==> src/rtl/axis_arb_pkg.sv <==
// Shared types and helpers for the AXI-Stream packet arbiter and related switch arbiters.
package axis_arb_pkg;

   typedef enum logic {IDLE = 1'b0, LOCKED = 1'b1} arb_state_t;

   // Index width for n requesters, never narrower than one bit.
   function automatic int src_width(input int n);
      return (n <= 2) ? 1 : $clog2(n);
   endfunction

endpackage

==> src/rtl/rr_priority_picker.sv <==
// Circular first-set-bit search: returns the first requester after 'last', wrapping around
// and ending on 'last' itself.
module rr_priority_picker
   import axis_arb_pkg::*;
#(
   parameter int N         = 4,
   parameter int SRC_WIDTH = src_width(N)
) (
   input  logic [N-1:0]         req,
   input  logic [SRC_WIDTH-1:0] last,
   output logic                 any,
   output logic [SRC_WIDTH-1:0] idx
);

   always_comb begin
      any = 1'b0;
      idx = '0;
      for (int k = 1; k <= N; k++) begin
         if (!any && req[(int'(last) + k) % N]) begin
            any = 1'b1;
            idx = SRC_WIDTH'((int'(last) + k) % N);
         end
      end
   end

endmodule

==> src/rtl/axis_packet_arbiter.sv <==
// Round-robin, packet-locked merge of NUM_SLAVES AXI-Stream inputs onto one registered output.
// The winner of an IDLE-cycle arbitration keeps the output until its last beat is accepted.
module axis_packet_arbiter
   import axis_arb_pkg::*;
#(
   parameter int NUM_SLAVES = 4,
   parameter int DATA_WIDTH = 64,
   parameter int DEST_WIDTH = 1,
   parameter int SRC_WIDTH  = src_width(NUM_SLAVES)
) (
   input  logic                            aclk,
   input  logic                            aresetn,
   input  logic [NUM_SLAVES-1:0]           s_valid,
   output logic [NUM_SLAVES-1:0]           s_ready,
   input  logic [NUM_SLAVES*DATA_WIDTH-1:0] s_data,
   input  logic [NUM_SLAVES*DEST_WIDTH-1:0] s_dest,
   input  logic [NUM_SLAVES-1:0]           s_last,
   output logic                            m_valid,
   input  logic                            m_ready,
   output logic [DATA_WIDTH-1:0]           m_data,
   output logic [DEST_WIDTH-1:0]           m_dest,
   output logic                            m_last,
   output logic [SRC_WIDTH-1:0]            m_src
);

   // Handshake: a beat moves on an edge where valid && ready are both high. Valid never waits
   // on ready; the granted s_ready is high whenever the output register is empty or draining.

   arb_state_t             state;
   arb_state_t             state_nxt;
   logic [SRC_WIDTH-1:0]   grant;
   logic [SRC_WIDTH-1:0]   last_grant;
   logic [SRC_WIDTH-1:0]   pick_idx;
   logic                   pick_any;
   logic                   out_full;
   logic                   out_room;
   logic                   sel_valid;
   logic                   sel_last;
   logic [DATA_WIDTH-1:0]  sel_data;
   logic [DEST_WIDTH-1:0]  sel_dest;
   logic                   in_xfer;

   rr_priority_picker #(
      .N         (NUM_SLAVES),
      .SRC_WIDTH (SRC_WIDTH)
   ) u_picker (
      .req  (s_valid),
      .last (last_grant),
      .any  (pick_any),
      .idx  (pick_idx)
   );

   assign sel_valid = s_valid[grant];
   assign sel_last  = s_last[grant];
   assign sel_data  = s_data[grant*DATA_WIDTH +: DATA_WIDTH];
   assign sel_dest  = s_dest[grant*DEST_WIDTH +: DEST_WIDTH];

   assign out_room  = !out_full || m_ready;
   assign in_xfer   = (state == LOCKED) && sel_valid && out_room;
   assign m_valid   = out_full;

   always_ff @(posedge aclk or negedge aresetn) begin
      if (!aresetn) begin
         state <= IDLE;
      end else begin
         state <= state_nxt;
      end
   end

   always_comb begin
      state_nxt = state;
      case (state)
         IDLE:    if (pick_any) state_nxt = LOCKED;
         LOCKED:  if (in_xfer && sel_last) state_nxt = IDLE;
         default: state_nxt = IDLE;
      endcase
   end

   always_comb begin
      s_ready = '0;
      if (state == LOCKED) begin
         s_ready[grant] = out_room;
      end
   end

   // Grants are captured only in IDLE, so the owner cannot change mid-packet.
   always_ff @(posedge aclk or negedge aresetn) begin
      if (!aresetn) begin
         grant      <= '0;
         last_grant <= SRC_WIDTH'(NUM_SLAVES - 1);
      end else if (state == IDLE && pick_any) begin
         grant      <= pick_idx;
         last_grant <= pick_idx;
      end
   end

   always_ff @(posedge aclk or negedge aresetn) begin
      if (!aresetn) begin
         out_full <= 1'b0;
      end else if (in_xfer) begin
         out_full <= 1'b1;
      end else if (m_ready) begin
         out_full <= 1'b0;
      end
   end

   // Payload needs no reset: it is only observed while out_full is set.
   always_ff @(posedge aclk) begin
      if (in_xfer) begin
         m_data <= sel_data;
         m_dest <= sel_dest;
         m_last <= sel_last;
         m_src  <= grant;
      end
   end

endmodule

==> config.mk <==
export PLATFORM = sky130hd
export DESIGN_NAME = axis_packet_arbiter
export DESIGN_NICKNAME = d
export VERILOG_FILES = /design/src/rtl/axis_arb_pkg.sv /design/src/rtl/rr_priority_picker.sv /design/src/rtl/axis_packet_arbiter.sv
export SDC_FILE = /design/constraint.sdc
export NUM_CORES = 1
export LEC_CHECK = 0
export CAP_MARGIN = 20
export CORE_AREA = 2 2 132 134
export DETAILED_ROUTE_END_ITERATION = 10
export DIE_AREA = 0 0 134 136
export GPL_TIMING_DRIVEN = 0
export SETUP_SLACK_MARGIN = 0.05
export SLEW_MARGIN = 20
export SYNTH_ARGS = -nofsm -noshare
export SYNTH_HDL_FRONTEND = slang
export SYNTH_SLANG_ARGS = --single-unit
==> constraint.sdc <==
create_clock -name aclk -period 4.9 [get_ports aclk]
set_clock_uncertainty 0.05 [all_clocks]
set_input_delay 0.49 -clock aclk [delete_from_list [all_inputs] [get_ports aclk]]
set_output_delay 0.49 -clock aclk [all_outputs]
set_load 0.005 [all_outputs]
==> results.cfg <==
[yosys]
yosysMostFrequentCell = edfxtp_1
synthTopCellsByCount = 68 x edfxtp_1, 67 x mux4_2, 6 x clkbuf_1, 6 x nor2_1, 5 x buf_4
yosys.area.top_type = edfxtp_1
synth_area_um2 = 4030
ys_seq_area_share_pct = 54.4
async_flop_share_pct = 8.11
synth.distinct_cells = 27
syn_nets = 464
avgSynthCellArea_um2 = 20.9
ys_warn_count = 0
synth_ff_type = edfxtp_1
synth_edf_count = 68
synth-seq-cells = 74
synthCells = 193
synth_area_leaders = edfxtp_1 51%, mux4_2 37%, dfrtp_1 2.5%
synth_top_area_share_pct = 50.6

[cts]
clk_pin_slew_worst_paths_ps = 60
cts_buffer_depth = 2
cts_resized = 0
cts_num_sinks = 74
cts-root-buf = clkbuf_16
htree_levels = 3
postCtsHoldBufs = 0
cts-buffers-inserted = 9
post-cts-setup-buffer-count = 0
cts_tree = done
clkLatencyLatePin_ps = 340

[grt]
grt_pass1_wl_mm = 22.4
grt_pass1_vias = 3784
grt_max_degree = 70
grt_overflow = 0
track_usage_pct = 16.8
antenna_found_initial = 0

[placement]
placed_cell_area_um2 = 7750
routabilityCongestion = 0.802
dp_hpwl_mm = 12.7
io_buffers = 343

[setup_path]
cp.arrival_ps = 2120
path_max_fanout = 10
cp-end-kind = output pin
cp.required_ps = 4360
crit_type = reg2out
startpoint_type = flip-flop

[floorplan]
io_pins = 344
coreArea_um2 = 16900
row_count = 48
fp.dieW_um = 134
die-area_um2 = 18200
die_y_um = 136
start_util_pct = 23.9

[timing]
fin_crit_sh_pct = 54.3
relSlewSlack_pct = 34.8
min_period_ps = 2660
fmax_mhz = 376
maxSlewViolCount = 0
finalSetupViolations = 0
rsz0062_at_grt = no
tightest_slew_ps = 979
hold_viol_final = 0
setup_tns_ps = 0

[detailed_routing]
drc_errors = 0
wl_met1_mm = 5.52
num_vias = 3493
avgRoutedWirePerCell_um = 20.1
wl_met2_mm = 8.21
routed.top_layer = met4
wirelength_mm = 15.6
drtIter0Drc = 54
wl_met3_mm = 1.57
antenna_left = 0
viasPerCell = 4.50
dr.pass1.iters = 5

[final_layout]
area_growth_syn_to_layout_pct = 100
finalInstanceArea_um2 = 8070
drive_gt1_share_pct = 18.3
num-nets-final = 818
diodes = 0

[flow_run]
drv_cap = 0

[power]
power.density_nw_per_um2 = 495
peakVddDrop_mv = 0.679
p_leak_uw = 0.00277

[min_path]
hp-class = in2async

[outcome]
status = completed
## metrics by stage
stage	total power (uW)	utilization (%)	hold WS [ps]	setup WS, ps	std cells
floorplan	2270	-	144	2940	193
global placement	3330	45.9	388	2170	761
detailed placement	3350	45.9	390	2130	761
CTS	4090	47.8	328	2150	777
global route	4240	47.8	351	2050	777
finish	4000	47.8	341	2240	777
## sequential cells by signal (all words and copies together) (netlist names)
name,cells
m_data,64
grant,2
last_grant,2
m_src,2
m_dest,1
m_last,1
m_valid,1
state,1
## layer usage
layer  GRT usage (%)  vias to the layer above
met5               0                        -
met4            6.15                        0
met3            6.64                       16
met2            30.4                      193
met1            17.8                     1708
li1                -                     1576
## worst paths after layout
check	from	to	slack, ps	cells after the start
worst min-delay path	aresetn	m_valid$_DFFE_PN0P_	340	1
worst min register to register	grant[0]$_DFFE_PN0P_	m_src[0]$_DFFE_PP_	400	0
worst max register to register	grant[0]$_DFFE_PN0P_	m_data[18]$_DFFE_PP_	2480	4
min in group aclk	grant[0]$_DFFE_PN0P_	m_src[0]$_DFFE_PP_	400	0
worst max-delay path	grant[1]$_DFFE_PN0P_	s_ready[2]	2240	6
max in group asynchronous	aresetn	last_grant[0]$_DFFE_PN1P_	4190	1
## cell type report
class	instances	area (um^2)
flip-flops and latches	74	2190
clock buffers	9	225
plain buffers	17	103
well taps	225	282
fillers	1477	8810
multi-input cells	99	1730
clock inverters	7	92.6
inverters	3	11.3
repair buffers	343	3430
## kinds of logic after synthesis
group | after synthesis | share of synthesized area (%)
flip-flops | 74 | 54.4
multiplexers | 68 | 37.7
AND/OR/NAND/NOR | 20 | 2.85
buffers and inverters | 20 | 2.82
AO/OA/AOI/OAI | 11 | 2.23
## power by group
| group | internal (uW) | switching [uW] | leakage (uW) |
|---|---|---|---|
| logic | 1220 | 797 | 0.00191 |
| clock network | 445 | 265 | 0.000149 |
| registers | 1180 | 90.3 | 0.000708 |
## cell usage in the layout, fill, tap and decap left out, types with 2 or more instances in the layout
| cell | Yosys | routed |
|---|---|---|
| nor3b_1 | 2 | 2 |
| clkdlybuf4s50_1 | 0 | 343 |
| nand2b_1 | 3 | 3 |
| nand2_1 | 2 | 2 |
| buf_2 | 4 | 4 |
| mux4_2 | 67 | 67 |
| clkinvlp_4 | 0 | 2 |
| dfstp_2 | 2 | 2 |
| clkbuf_1 | 6 | 6 |
| bufinv_16 | 0 | 2 |
| edfxtp_1 | 68 | 68 |
| nor2_1 | 6 | 6 |
| clkbuf_16 | 0 | 9 |
| buf_4 | 5 | 5 |
| buf_6 | 2 | 2 |
| o21ai_0 | 2 | 2 |
| a2bb2oi_1 | 3 | 3 |
| dfrtp_1 | 4 | 4 |
| nor2b_1 | 2 | 2 |
| inv_1 | 2 | 2 |
| nand3_1 | 3 | 3 |
## critical path, stage by stage, from the launching register on
cell,delay [ps]
dfrtp_1,350
buf_6,140
buf_2,270
buf_2,310
nand3_1,100
nor2_1,90
clkdlybuf4s50_1,510
No activity file was read; power rests on OpenSTA's default activity.
